$ cat src/rtl/dmem_lsu_pkg.sv
// Shared encodings for the DMEM load/store unit: access sizes, FSM states
// and the lane-select helpers used by the lane mux.
package dmem_lsu_pkg;

    typedef enum logic [1:0] {
        SZ_BYTE = 2'b00,
        SZ_HALF = 2'b01,
        SZ_WORD = 2'b10,
        SZ_RSVD = 2'b11
    } size_e;

    typedef enum logic [2:0] {
        IDLE   = 3'd0,
        LOAD   = 3'd1,
        RMW_RD = 3'd2,
        WRITE  = 3'd3,
        DONE   = 3'd4,
        ERR    = 3'd5
    } state_e;

    localparam logic [31:0] BYTE_MASK = 32'h0000_00FF;
    localparam logic [31:0] HALF_MASK = 32'h0000_FFFF;

    // Bit offset of the addressed lane inside the 32-bit word (little-endian)
    function automatic logic [4:0] lane_shift(input logic [1:0] offset,
                                              input logic [1:0] size);
        if (size == SZ_HALF) begin
            return {offset[1], 4'b0000};
        end
        return {offset, 3'b000};
    endfunction

endpackage

$ cat src/rtl/dmem_lsu_if.sv
// CPU-side request/response signals and DMEM-side bus of the load/store unit.
interface dmem_lsu_if;

    logic        req;
    logic        we;
    logic [1:0]  size;
    logic        sign_ext;
    logic [31:0] addr;
    logic [31:0] wdata;
    logic [31:0] rdata;
    logic        done;
    logic        addr_err;
    logic        busy;
    logic        dm_cs;
    logic        dm_r;
    logic        dm_w;
    logic [31:0] dm_addr;
    logic [31:0] dm_wdata;
    logic [31:0] dm_rdata;

    // The LSU itself
    modport slave (
        input  req, we, size, sign_ext, addr, wdata, dm_rdata,
        output rdata, done, addr_err, busy, dm_cs, dm_r, dm_w, dm_addr, dm_wdata
    );

    // The CPU datapath and the DMEM seen together from outside the LSU
    modport master (
        output req, we, size, sign_ext, addr, wdata, dm_rdata,
        input  rdata, done, addr_err, busy, dm_cs, dm_r, dm_w, dm_addr, dm_wdata
    );

endinterface

$ cat src/rtl/lsu_lane_mux.sv
// Combinational lane logic: extracts and extends load data from a DMEM word,
// and merges sub-word store data into a DMEM word for read-modify-write.
module lsu_lane_mux
    import dmem_lsu_pkg::*;
(
    input  logic [1:0]  offset,
    input  logic [1:0]  size,
    input  logic        sign_ext,
    input  logic [31:0] rd_word,
    input  logic [31:0] wr_data,
    output logic [31:0] load_data,
    output logic [31:0] merge_data
);

    logic [4:0]  shift;
    logic [31:0] shifted;
    logic [31:0] lane_mask;

    // Shift the addressed lane down for loads and up for store merges
    always_comb begin
        shift     = lane_shift(offset, size);
        shifted   = rd_word >> shift;
        lane_mask = (size == SZ_HALF) ? HALF_MASK : BYTE_MASK;
        case (size)
            SZ_BYTE: load_data = {{24{sign_ext & shifted[7]}}, shifted[7:0]};
            SZ_HALF: load_data = {{16{sign_ext & shifted[15]}}, shifted[15:0]};
            default: load_data = rd_word;
        endcase
        merge_data = (rd_word & ~(lane_mask << shift)) |
                     ((wr_data & lane_mask) << shift);
    end

endmodule

$ cat src/rtl/dmem_lsu.sv
// Load/store unit between the CPU datapath and a word-only DMEM. Handles
// byte/half/word accesses, sub-word read-modify-write and address errors.
module dmem_lsu
    import dmem_lsu_pkg::*;
#(
    parameter int DEPTH = 64
) (
    input  logic      clk,
    input  logic      rst,
    dmem_lsu_if.slave bus
);

    localparam logic [29:0] DEPTH_IDX = 30'(DEPTH);

    state_e      state;
    state_e      next_state;
    logic [31:0] lat_addr;
    logic        lat_we;
    logic [1:0]  lat_size;
    logic        lat_sext;
    logic [31:0] lat_wdata;
    logic [31:0] merge_q;
    logic [31:0] rdata_q;
    logic        err_wait;
    logic        bad_req;
    logic [31:0] load_data;
    logic [31:0] merge_data;
    logic        busy_c;
    logic        cs_c;
    logic        r_c;
    logic        w_c;
    logic        done_c;
    logic        err_c;

    lsu_lane_mux u_lane_mux (
        .offset     (lat_addr[1:0]),
        .size       (lat_size),
        .sign_ext   (lat_sext),
        .rd_word    (bus.dm_rdata),
        .wr_data    (lat_wdata),
        .load_data  (load_data),
        .merge_data (merge_data)
    );

    // Classify an incoming request as misaligned, reserved-size or out of range
    always_comb begin
        bad_req = 1'b0;
        if (bus.size == SZ_RSVD) bad_req = 1'b1;
        if (bus.size == SZ_HALF && bus.addr[0]) bad_req = 1'b1;
        if (bus.size == SZ_WORD && bus.addr[1:0] != 2'b00) bad_req = 1'b1;
        if (bus.addr[31:2] >= DEPTH_IDX) bad_req = 1'b1;
    end

    // State register
    always_ff @(posedge clk) begin
        if (rst) state <= IDLE;
        else     state <= next_state;
    end

    // Next-state and Moore outputs; errors wait one extra cycle in ERR so
    // they complete with the same latency as a load
    always_comb begin
        next_state = state;
        busy_c     = 1'b1;
        cs_c       = 1'b0;
        r_c        = 1'b0;
        w_c        = 1'b0;
        done_c     = 1'b0;
        err_c      = 1'b0;
        case (state)
            IDLE: begin
                busy_c = 1'b0;
                if (bus.req) begin
                    if (bad_req)                next_state = ERR;
                    else if (!bus.we)           next_state = LOAD;
                    else if (bus.size == SZ_WORD) next_state = WRITE;
                    else                        next_state = RMW_RD;
                end
            end
            LOAD: begin
                cs_c       = 1'b1;
                r_c        = 1'b1;
                next_state = DONE;
            end
            RMW_RD: begin
                cs_c       = 1'b1;
                r_c        = 1'b1;
                next_state = WRITE;
            end
            WRITE: begin
                cs_c       = 1'b1;
                w_c        = lat_we;
                next_state = DONE;
            end
            DONE: begin
                done_c     = 1'b1;
                next_state = IDLE;
            end
            ERR: begin
                if (!err_wait) begin
                    done_c     = 1'b1;
                    err_c      = 1'b1;
                    next_state = IDLE;
                end
            end
            default: next_state = IDLE;
        endcase
    end

    // Latch the request fields when a request is accepted in IDLE
    always_ff @(posedge clk) begin
        if (rst) begin
            lat_addr  <= '0;
            lat_we    <= 1'b0;
            lat_size  <= '0;
            lat_sext  <= 1'b0;
            lat_wdata <= '0;
        end else if (state == IDLE && bus.req) begin
            lat_addr  <= bus.addr;
            lat_we    <= bus.we;
            lat_size  <= bus.size;
            lat_sext  <= bus.sign_ext;
            lat_wdata <= bus.wdata;
        end
    end

    // Track the first of the two ERR cycles
    always_ff @(posedge clk) begin
        if (rst)                                   err_wait <= 1'b0;
        else if (state == IDLE && bus.req && bad_req) err_wait <= 1'b1;
        else if (state == ERR)                     err_wait <= 1'b0;
    end

    // Capture load results and read-modify-write merge words
    always_ff @(posedge clk) begin
        if (rst) begin
            rdata_q <= '0;
            merge_q <= '0;
        end else if (state == LOAD) begin
            rdata_q <= load_data;
        end else if (state == RMW_RD) begin
            merge_q <= merge_data;
        end
    end

    assign bus.rdata    = rdata_q;
    assign bus.done     = done_c;
    assign bus.addr_err = err_c;
    assign bus.busy     = busy_c;
    assign bus.dm_cs    = cs_c;
    assign bus.dm_r     = r_c;
    assign bus.dm_w     = w_c;
    assign bus.dm_addr  = {lat_addr[31:2], 2'b00};
    assign bus.dm_wdata = (state != WRITE)       ? 32'h0 :
                          (lat_size == SZ_WORD)  ? lat_wdata : merge_q;

endmodule

$ cat src/flat_wrapper.sv
// flat-port wrapper written by rule: the top's interface ports become plain ports
module dmem_lsu_flat import dmem_lsu_pkg::*;
#(
    parameter int DEPTH = 64
)
  (clk, rst, bus_req, bus_we, bus_size, bus_sign_ext, bus_addr, bus_wdata, bus_dm_rdata, bus_rdata, bus_done, bus_addr_err, bus_busy, bus_dm_cs, bus_dm_r, bus_dm_w, bus_dm_addr, bus_dm_wdata);
  dmem_lsu_if bus_i ();
  input  logic clk;
  input  logic rst;
  input wire logic [$bits(bus_i.req)-1:0] bus_req;
  input wire logic [$bits(bus_i.we)-1:0] bus_we;
  input wire logic [$bits(bus_i.size)-1:0] bus_size;
  input wire logic [$bits(bus_i.sign_ext)-1:0] bus_sign_ext;
  input wire logic [$bits(bus_i.addr)-1:0] bus_addr;
  input wire logic [$bits(bus_i.wdata)-1:0] bus_wdata;
  input wire logic [$bits(bus_i.dm_rdata)-1:0] bus_dm_rdata;
  output wire logic [$bits(bus_i.rdata)-1:0] bus_rdata;
  output wire logic [$bits(bus_i.done)-1:0] bus_done;
  output wire logic [$bits(bus_i.addr_err)-1:0] bus_addr_err;
  output wire logic [$bits(bus_i.busy)-1:0] bus_busy;
  output wire logic [$bits(bus_i.dm_cs)-1:0] bus_dm_cs;
  output wire logic [$bits(bus_i.dm_r)-1:0] bus_dm_r;
  output wire logic [$bits(bus_i.dm_w)-1:0] bus_dm_w;
  output wire logic [$bits(bus_i.dm_addr)-1:0] bus_dm_addr;
  output wire logic [$bits(bus_i.dm_wdata)-1:0] bus_dm_wdata;
  assign bus_i.req = bus_req;
  assign bus_i.we = bus_we;
  assign bus_i.size = bus_size;
  assign bus_i.sign_ext = bus_sign_ext;
  assign bus_i.addr = bus_addr;
  assign bus_i.wdata = bus_wdata;
  assign bus_i.dm_rdata = bus_dm_rdata;
  assign bus_rdata = bus_i.rdata;
  assign bus_done = bus_i.done;
  assign bus_addr_err = bus_i.addr_err;
  assign bus_busy = bus_i.busy;
  assign bus_dm_cs = bus_i.dm_cs;
  assign bus_dm_r = bus_i.dm_r;
  assign bus_dm_w = bus_i.dm_w;
  assign bus_dm_addr = bus_i.dm_addr;
  assign bus_dm_wdata = bus_i.dm_wdata;
  dmem_lsu #(.DEPTH(DEPTH)) u_core (.clk(clk), .rst(rst), .bus(bus_i));
endmodule
$ cat config.mk
export PLATFORM = sky130hd
export DESIGN_NAME = dmem_lsu_flat
export DESIGN_NICKNAME = d
export VERILOG_FILES = /design/src/rtl/dmem_lsu_pkg.sv /design/src/rtl/dmem_lsu_if.sv /design/src/rtl/lsu_lane_mux.sv /design/src/rtl/dmem_lsu.sv /design/src/flat_wrapper.sv
export SDC_FILE = /design/constraint.sdc
export NUM_CORES = 1
export LEC_CHECK = 0
export BUFFER_PORTS_ARGS = -buffer_cell sky130_fd_sc_hd__buf_2
export CORE_MARGIN = 5
export CORE_UTILIZATION = 52
export DETAILED_ROUTE_END_ITERATION = 8
export GPL_TIMING_DRIVEN = 0
export MAX_ROUTING_LAYER = met4
export PLACE_DENSITY = 0.93
export SETUP_SLACK_MARGIN = 0.2
export SYNTH_ARGS = -nofsm -noshare
export SYNTH_HDL_FRONTEND = slang
export SYNTH_HIERARCHICAL = 1
export SYNTH_SLANG_ARGS = --single-unit
$ cat constraint.sdc
create_clock -name clk -period 2.3 [get_ports clk]
set_input_delay 0.115 -clock clk [delete_from_list [all_inputs] [get_ports clk]]
set_output_delay 0.115 -clock clk [all_outputs]
set_load 0.005 [all_outputs]
==> results_dict.tcl <==
set metrics [dict create \
    grt_pass1_vias 7853 \
    antenna_cells 0 \
    final_util 0.7332 \
    antenna_found_initial 0 \
    status "complete, no violations" \
    ir_drop_uv 555.9 \
    fp.dieH_um 124.4 \
    num-nets-final 1344 \
    clock_sinks 136 \
    slew_headroom 0.5510 \
    synth_area_per_cell_um2 7.150 \
    gp_congestion 0.9998 \
    worstSetupEndpointType "output pin" \
    wl_met1_um 9813 \
    cp_cell_sequence "nor2b_1, clkbuf_1, clkbuf_4, nand2_1, a21oi_1, buf_2" \
    fin_skew_ps 7.146 \
    yosysSeqAreaShare 0.4000 \
    cap_violations 0 \
    path_buf_inv 3 \
    dp_slack_ps 419.4 \
    clkTransAtPathRegs_ps 60 \
    cts_tree "done" \
    vias 8114 \
    postPlaceCellArea_um2 8031 \
    area_growth_pct 37.04 \
    final_cells 1425 \
    tightest_slew_ps 666.5 \
    dpl.hpwl_um 17450 \
    syn_area_um2 6807 \
    synthTopCellsByArea "dfxtp_1, nand2_1, a21oi_1" \
    syn_inst 952 \
    whs_ps 13.00 \
    synth_top_area_frac 0.4000 \
    fin_area_um2 9328 \
    critPathMaxFanout 10 \
    first_pass_iters 7 \
    start_util 0.5350 \
    ys_seq_elements 136 \
    synth_flop_cell "dfxtp_1" \
    leakage_nw 3.954 \
    period_needed_ps 1981 \
    yosys.cell_types.count 44 \
    drv_slew 0 \
    core_um2 12720 \
    worstSetupStartpointType "register" \
    dr_wl_met3_um 3086 \
    drive_gt1_frac 0.2690 \
    crit_path_top_delay_cell "dfxtp_1" \
    yosys_warnings 6 \
    grt_util_all_layers 0.3332 \
    insertion_delay_ps 420 \
    setup-violations-final 0 \
    grt_max_degree 17 \
    critPathKind "reg -> out" \
    viasPerCell 5.694 \
    overflow 0 \
    ys_async_sr_fraction 0 \
    die_area_um2 15480 \
    setup_tns_ps 0 \
    cts_root_buf "clkbuf_16" \
    cts_inserted_buffers 17 \
    finalHoldViolCount 0 \
    yosysMostFrequentCell "nand2_1" \
    fp.dieW_um 124.4 \
    numPortBuffers 201 \
    timing.final.crit_share 0.8615 \
    synth_common_cells "nand2_1, a21oi_1, dfxtp_1, clkbuf_1, buf_4" \
    final_antenna_net_count 0 \
    first_iter_violations 1097 \
    synth_area_leader_cell "dfxtp_1" \
    max_freq_ghz 0.5047 \
    setup_ws_ps 318.6 \
    cts_buffer_depth 2 \
    pwr_density_cell_nw_per_um2 687.1 \
    rsz0062_at_grt "false" \
    synth_edf_count 0 \
    htreeDepth 4 \
    grt_pass1_wl_um 40550 \
    rows 41 \
    wl_met2_um 11970 \
    max_stage_delay_ps 380 \
    dp.cells 1326 \
    drc 0 \
    hold_path.class "in -> reg" \
    top_layer "met4" \
    wirelength_um 26040 \
    critPathTopFamily "buffers and inverters" \
    ioPinCount 205 \
    power.total_mw 6.409 \
    crit_required_ps 2180 \
    wl_per_cell_um 18.28 \
    cp.arrival_ps 1870 \
]
repair_timing:
action                                  CTS  global route
resized for setup                         5            31
hold buffers                             67             0
buffers inserted                          0             1
hold endpoints to repair                 67             0
gates cloned                              0             0
endpoints found under the setup margin   26            32
tightest hold or removal path: stages:
cell     delay, ps
buf_2          130
nand2_1         70
a21oi_1         70
metal layers:
| layer | up-vias | global-route usage |
|---|---|---|
| met5 | - | - |
| met4 | 0 | 0.1534 |
| met3 | 123 | 0.09005 |
| met2 | 626 | 0.5337 |
| met1 | 3633 | 0.3907 |
| li1 | 3732 | - |
where the power goes:
| part | switching, mW | internal (mW) |
|---|---|---|
| Clock | 1.00 | 1.72 |
| Combinational | 0.644 | 0.496 |
| Sequential | 0.0878 | 2.46 |
| Total | 1.73 | 4.68 |
path summary, 6_finish.rpt:
| path | cells past startpoint | slack (ps) | end | from |
|---|---|---|---|---|
| max | 6 | 320 | bus_dm_wdata[1] | u_core/lat_size[1] |
| min | 3 | 10 | u_core/lat_addr[31] | bus_addr[31] |
| max reg2reg | 6 | 330 | u_core/merge_q[23] | u_core/lat_addr[1] |
| min reg2reg | 2 | 450 | u_core/bus.rdata[11] | u_core/bus.rdata[11] |
cell usage in the layout, fill, tap and decap left out, drive strengths merged, types with 8 or more instances in the layout:
cell	Yosys	routed
a22oi	9	9
a21oi	200	200
buf	64	269
nand2	337	337
a22o	8	8
inv	8	8
dfxtp	136	136
clkbuf	44	63
o22ai	9	9
mux2	17	17
o21ai	35	35
nor2b	10	10
nor2	18	18
dlygate4sd3	0	67
layout make-up:
cell class | count | area [um2]
repair buffers | 269 | 1684
flip-flops and latches | 136 | 2723
multi-input cells | 701 | 3446
inverters | 8 | 30.03
well taps | 172 | 215.2
fillers | 968 | 3395
plain buffers | 108 | 650.6
clock inverters | 9 | 125.1
clock buffers | 22 | 454.2
state kept, by name, summed over array words and instances, names as in the netlist:
name	count
u_core/merge_q	32
u_core/err_wait	1
u_core/lat_wdata	32
u_core/bus.rdata	32
u_core/lat_addr	32
u_core/lat_we	1
u_core/state	3
u_core/lat_sext	1
u_core/lat_size	2
cell families after synthesis:
kind of cell           after synthesis  synth area share
buffers and inverters              116           0.09430
AO/OA/AOI/OAI                      273            0.2233
AND/OR/NAND/NOR                    402            0.2434
other                                1         0.0005509
flip-flops                         136            0.4000
multiplexers                        24           0.03842
No activity file was read; power rests on OpenSTA's default activity.
